[src/rtl/fetch_unit.sv]
// Instruction-fetch stage: owns the PC, requests words from instruction memory,
// holds the IF/ID register and a one-entry skid buffer for stalled returns.
module fetch_unit #(
    parameter logic [31:0] RESET_PC = 32'h0000_0000
) (
    input  logic        clk,
    input  logic        rst,
    output logic        imem_req,
    output logic [31:0] imem_addr,
    input  logic        imem_ack,
    input  logic [31:0] imem_rdata,
    input  logic        stall,
    input  logic        branch_taken,
    input  logic [31:0] branch_target,
    output logic        ifid_valid,
    output logic [31:0] ifid_instr,
    output logic [31:0] ifid_pc4,
    output logic [5:0]  opcode
);

    typedef enum logic [1:0] {
        S_FETCH = 2'd0,
        S_WAIT  = 2'd1,
        S_DRAIN = 2'd2
    } state_e;

    state_e      state_q, state_d;
    logic [31:0] pc_q, pc_d;
    logic [31:0] addr_q, addr_d;
    logic [31:0] buf_instr_q, buf_instr_d;
    logic [31:0] buf_pc4_q, buf_pc4_d;
    logic        valid_q, valid_d;
    logic [31:0] instr_q, instr_d;
    logic [31:0] pc4_q, pc4_d;
    logic [31:0] pc_plus4_s;

    assign pc_plus4_s = pc_q + 32'd4;

    // Next-state logic: redirect overrides everything, then per-state fetch/stall handling
    always_comb begin
        state_d     = state_q;
        pc_d        = pc_q;
        buf_instr_d = buf_instr_q;
        buf_pc4_d   = buf_pc4_q;
        valid_d     = valid_q;
        instr_d     = instr_q;
        pc4_d       = pc4_q;

        if (branch_taken) begin
            pc_d        = {branch_target[31:2], 2'b00};
            valid_d     = 1'b0;
            instr_d     = 32'h0000_0000;
            pc4_d       = 32'h0000_0000;
            buf_instr_d = 32'h0000_0000;
            buf_pc4_d   = 32'h0000_0000;
            case (state_q)
                S_WAIT:  state_d = S_FETCH;
                S_FETCH: state_d = imem_ack ? S_FETCH : S_DRAIN;
                S_DRAIN: state_d = imem_ack ? S_FETCH : S_DRAIN;
                default: state_d = S_FETCH;
            endcase
        end else begin
            case (state_q)
                S_FETCH: begin
                    if (imem_ack) begin
                        pc_d = pc_plus4_s;
                        if (stall) begin
                            buf_instr_d = imem_rdata;
                            buf_pc4_d   = pc_plus4_s;
                            state_d     = S_WAIT;
                        end else begin
                            valid_d = 1'b1;
                            instr_d = imem_rdata;
                            pc4_d   = pc_plus4_s;
                        end
                    end else if (!stall) begin
                        valid_d = 1'b0;
                        instr_d = 32'h0000_0000;
                    end else begin
                        valid_d = valid_q;
                    end
                end
                S_WAIT: begin
                    if (!stall) begin
                        valid_d = 1'b1;
                        instr_d = buf_instr_q;
                        pc4_d   = buf_pc4_q;
                        state_d = S_FETCH;
                    end else begin
                        state_d = S_WAIT;
                    end
                end
                S_DRAIN: begin
                    // Returned word belongs to the abandoned path and is dropped
                    if (imem_ack) begin
                        state_d = S_FETCH;
                    end else begin
                        state_d = S_DRAIN;
                    end
                end
                default: state_d = S_FETCH;
            endcase
        end

        // The bus address only lags the PC while an abandoned request drains
        if (state_d == S_DRAIN) begin
            addr_d = addr_q;
        end else begin
            addr_d = pc_d;
        end
    end

    // State registers with synchronous reset
    always_ff @(posedge clk) begin
        if (rst) begin
            state_q     <= S_FETCH;
            pc_q        <= RESET_PC;
            addr_q      <= {RESET_PC[31:2], 2'b00};
            buf_instr_q <= 32'h0000_0000;
            buf_pc4_q   <= 32'h0000_0000;
            valid_q     <= 1'b0;
            instr_q     <= 32'h0000_0000;
            pc4_q       <= 32'h0000_0000;
        end else begin
            state_q     <= state_d;
            pc_q        <= pc_d;
            addr_q      <= addr_d;
            buf_instr_q <= buf_instr_d;
            buf_pc4_q   <= buf_pc4_d;
            valid_q     <= valid_d;
            instr_q     <= instr_d;
            pc4_q       <= pc4_d;
        end
    end

    assign imem_req   = !rst && (state_q != S_WAIT);
    assign imem_addr  = addr_q;
    assign ifid_valid = valid_q;
    assign ifid_instr = instr_q;
    assign ifid_pc4   = pc4_q;
    assign opcode     = instr_q[31:26];

endmodule
[config.mk]
export PLATFORM = sky130hd
export DESIGN_NAME = fetch_unit
export DESIGN_NICKNAME = d
export VERILOG_FILES = /design/src/rtl/fetch_unit.sv
export SDC_FILE = /design/constraint.sdc
export NUM_CORES = 1
export LEC_CHECK = 0
export BUFFER_PORTS_ARGS = -buffer_cell sky130_fd_sc_hd__buf_2
export CAP_MARGIN = 40
export CORE_MARGIN = 10
export CORE_UTILIZATION = 48
export CTS_CLUSTER_SIZE = 28
export DETAILED_ROUTE_END_ITERATION = 10
export GPL_ROUTABILITY_DRIVEN = 0
export PLACE_DENSITY = 0.74
export SLEW_MARGIN = 10
export SYNTH_ARGS = -nofsm -noshare
export SYNTH_HDL_FRONTEND = slang
export SYNTH_SLANG_ARGS = --single-unit
export TNS_END_PERCENT = 10
[constraint.sdc]
create_clock -name clk -period 3.04 [get_ports clk]
set_input_delay 0.608 -clock clk [delete_from_list [all_inputs] [get_ports clk]]
set_output_delay 0.608 -clock clk [all_outputs]
set_load 0.1 [all_outputs]
### Word level (Yosys, flattened, before mapping)

Cells that the tools add are included.
W data, S select, Z words.

* reduce and logical (&&, ||, !) cells: 10
* mux-type cells: 23
* eq/ne operators: 8
* add/subtract/negate cells: 1

Operator list (number)
* $mux W32: 10
* $pmux W32 S2: 2
* $add A32 B3 Y32 const B: 1
* $mux W2: 5
* $ne A2 B2 Y1 const B: 3
* $pmux W2 S3: 1
* $reduce_and A3 Y1: 2
* $eq A2 B2 Y1 const B: 2
* $mux W1: 4
* $reduce_and A4 Y1: 1
* $reduce_or A2 Y1: 2
* $ne A3 B3 Y1 const B: 1
* $eq A2 B1 Y1 const B: 1
* $logic_not A2 Y1: 1
* $ne A2 B1 Y1 const B: 1
* $pmux W1 S2: 1
* $reduce_and A2 Y1: 1
* $reduce_bool A2 Y1: 1
* $logic_and A1 B1 Y1: 1
* $logic_not A1 Y1: 1

* word-level logic and storage cells: 50
* flip-flop bits (word level): 195
* output and inout bits: 104
* input bits: 69

### Logic depth before layout (Yosys ltp)

* depth in word-level cells: 5
* depth in mapped cells: 8
* depth with buffers taken out: 6

### Least setup slack after synthesis

No wires, ideal clock.

* path kind: input -> output
* from: in rst
* to: out imem_req
* required time: 2.432 ns
* path buffers: 3
* path slack: -0.060 ns
* stages on the path: 4
* data arrival time: 2.492 ns
* cells stage by stage: clkbuf_1 -> buf_1 -> clkbuf_1 -> nor2_1

* word-level cells in the longest chain between the ends: 2

RTL lines
* start: declaration: RTL line 7 `input logic rst,`
* $logic_not A1 Y1: RTL line 136 `assign imem_req = !rst && (state_q != S_WAIT);`
* $logic_and A1 B1 Y1: RTL line 136
* end: declaration: RTL line 8 `output logic imem_req,`

Every way passes these cells.

### Final worst setup path

* from: reg pc_q[3]
* to: reg addr_q[24], in the netlist imem_addr[24]

* word-level cells in the longest chain between the ends: 4

RTL lines
* start: declaration: RTL line 28 `logic [31:0] pc_q, pc_d;`
* start signal: assignment: RTL line 126 `pc_q <= pc_d;`
* $add A32 B3 Y32: RTL line 37 `assign pc_plus4_s = pc_q + 32'd4;`
* $mux W32: RTL line 65 `if (imem_ack) begin`
* $mux W32: RTL line 63 `case (state_q)`
* $mux W32: RTL line 49 `if (branch_taken) begin`
* end signal: assignment: RTL line 118 `addr_q <= {RESET_PC[31:2], 2'b00};`
* end signal: assignment: RTL line 127 `addr_q <= addr_d;`
* end: declaration: RTL line 29 `logic [31:0] addr_q, addr_d;`

Every way passes these cells.
A chain may end at the register's enable or synchronous reset.

==> flow_summary.yaml <==
pwr:
  power.total_mw: 6.041
  power.density_nw_per_um2: 602.0
  p_leak_nw: 3.883
  ir_worst_vdd_uv: 406.9
layout:
  nets: 1205
  final_area_um2: 10030
  drive_above_1_share_pct: 21.97
  layout_common_cells: "dfxtp_1, buf_2, nand2_1"
  num_antenna_cells: 0
  finalNonFillerCells: 1372
  fin_util_pct: 58.02
  syn2layout_area_growth_pct: 18.38
  final_common_cell: "dfxtp_1"
detailed_routing:
  ant_nets: 0
  num_vias: 7937
  first_pass_iters: 5
  drt_iter0_markers: 566
  remaining_drc_errors: 0
  wl_per_cell_um: 17.25
  vias_per_cell: 5.785
  postRouteWirelength_mm: 23.67
worst_setup_path:
  cp_slowest_cell: "or4_1"
  crit_start: "pc_q[3]"
  r2r_start: "pc_q[3]"
  crit_fanout: 20
  cp.required_ps: 3350
  worstSetupPathType: "reg -> reg"
  cpLargestDelayFamily: "simple AND/OR/NAND/NOR gates"
  path_buf_inv: 0
  critical_path_arrival_ps: 2920
  critPathLaunchType: "register"
  crit_path_cell_trace: "ha_1 -> nand3_1 -> or4_1 -> o31a_1 -> nor3_1 -> o41ai_1"
  cp_slowest_stage_delay_ps: 900
  end_kind: "register"
clocking:
  cts_tree: "yes"
  clkLatencyLatePin_ps: 440
  cts_resized: 0
  cts_buffers: 17
  clock_path_buffers: 2
  root_buffer: "clkbuf_16"
  htreeDepth: 4
  clock-sinks: 195
  cts_setup_buffers: 0
  cts_hold_buf: 0
  clkTransAtPathRegs_ps: 70
sta:
  min_period_ps: 2604
  hold_ws_ps: 415.8
  timing.fmax_mhz: 384.0
  setup_viol: 0
  final.setup.tns_ps: 0
  slew_headroom_pct: 51.42
  maxSlewViolCount: 0
  worst_slack_ps: 436.1
  worst_pin_slew_ps: 728.7
  fin_skew_ps: 11.88
  min_period_over_period_pct: 85.65
  rsz0062_at_grt: "false"
  hold_viol: 0
logic_synthesis:
  synth_flop_cell: "dfxtp_1"
  synth-simple-area-share_pct: 22.46
  synth_compound_area_share_pct: 21.46
  seq_area_frac_synth_pct: 46.05
  synth_top_family_by_area: "simple AND/OR/NAND/NOR gates"
  synth_nets: 1091
  netlist_area_um2: 8477
  yosys.cell_types.count: 52
  ys_warn_count: 0
  synth-xor-area-share_pct: 4.236
  synth_edf_count: 0
  async_flop_share_pct: 0
  synth_fa_ha_area_share_pct: 0.1476
  synthCells: 1021
  synth_seq_cells: 195
  avgSynthCellArea_um2: 8.303
  synth_mux_area_share_pct: 0.4723
die:
  die_h_um: 152.9
  initial_utilization_pct: 49.01
  dieWidth_um: 152.9
  placementRows: 48
  boundaryPins: 173
  core_um2: 17300
  dieArea_um2: 23380
place:
  place_ws_ps: 469.8
  numPortBuffers: 170
  dpl.hpwl_mm: 16.18
  placed_cells: 1341
  postPlaceCellArea_um2: 9459
grt:
  antenna_found_initial: 0
  grt-ovfl-total: 0
  track_usage_pct: 19.58
  first_global_vias: 7379
  grt_pass1_wl_mm: 38.64
  grt_max_degree: 107
min_path:
  holdCritStartpoint: "imem_rdata[6]"
  hp-class: "in -> reg"
job:
  cap_violations: 0
run_status:
  outcome: "finished clean"
-- cells by family (layout without fill, tap and decap cells) --
family | Yosys count | count (layout)
AND/OR/NAND/NOR | 413 | 413
AO/OA/AOI/OAI | 259 | 259
flip-flops | 195 | 195
buffers and inverters | 108 | 234
XOR/XNOR | 41 | 41
multiplexers | 4 | 4
adder cells (fa/ha/maj) | 1 | 1
-- synthesized netlist by cell type (all sizes together) (23+ instances only) --
master	number	area, µm²
a211oi	29	222.7
a21oi	56	280.3
a311oi	39	347.8
a32oi	24	210.2
buf	24	122.6
clkbuf	79	296.5
dfxtp	195	3904
nand2	121	454.2
nand3	63	320.3
nor2	119	446.7
nor3	46	230.2
o21ai	39	195.2
xnor2	23	201.4
-- power by group --
part | total (mW) | internal [mW] | switching, mW
Sequential | 2.76 | 2.66 | 0.0944
Clock | 2.21 | 1.24 | 0.973
Combinational | 1.07 | 0.239 | 0.828
Total | 6.04 | 4.15 | 1.90
-- worst paths after layout --
path | end | slack, ps | depth (start not counted)
worst max register to register | imem_addr[24] | 440 | 6
worst max-delay path | imem_addr[24] | 440 | 6
worst min-delay path | buf_instr_q[6] | 420 | 3
worst min register to register | ifid_pc4[2] | 450 | 2
-- cell type report --
| cell class | instances | area, µm² |
|---|---|---|
| repair buffers | 198 | 1071 |
| clock buffers | 21 | 450.4 |
| inverters | 5 | 18.77 |
| multi-input cells | 718 | 4184 |
| fillers | 1609 | 7262 |
| clock inverters | 10 | 125.1 |
| flip-flops and latches | 195 | 3904 |
| well taps | 225 | 281.5 |
-- registers in the layout (all words and copies together), names as in the netlist --
register / count
imem_addr: 32
buf_pc4_q: 32
pc_q: 32
ifid_valid: 1
ifid_pc4: 32
buf_instr_q: 32
ifid_instr: 32
state_q: 2
-- worst register-to-register path, delay by kind of cell (launching register included) --
family,cells,cell delay [ps]
flops,1,410
compound gates,2,530
fa+ha+maj,1,250
simple gates,3,1290
-- layer usage --
layer	vias to the layer above	track usage (%)	wire [µm]	share of wire [%]
li1	3925	-	-	-
met1	3641	26.66	11180	47
met2	322	29.18	10270	43
met3	49	4.994	1666	7.0
met4	0	7.357	555	2.3
met5	-	0	0	0
(Power assumes the default switching activity.)
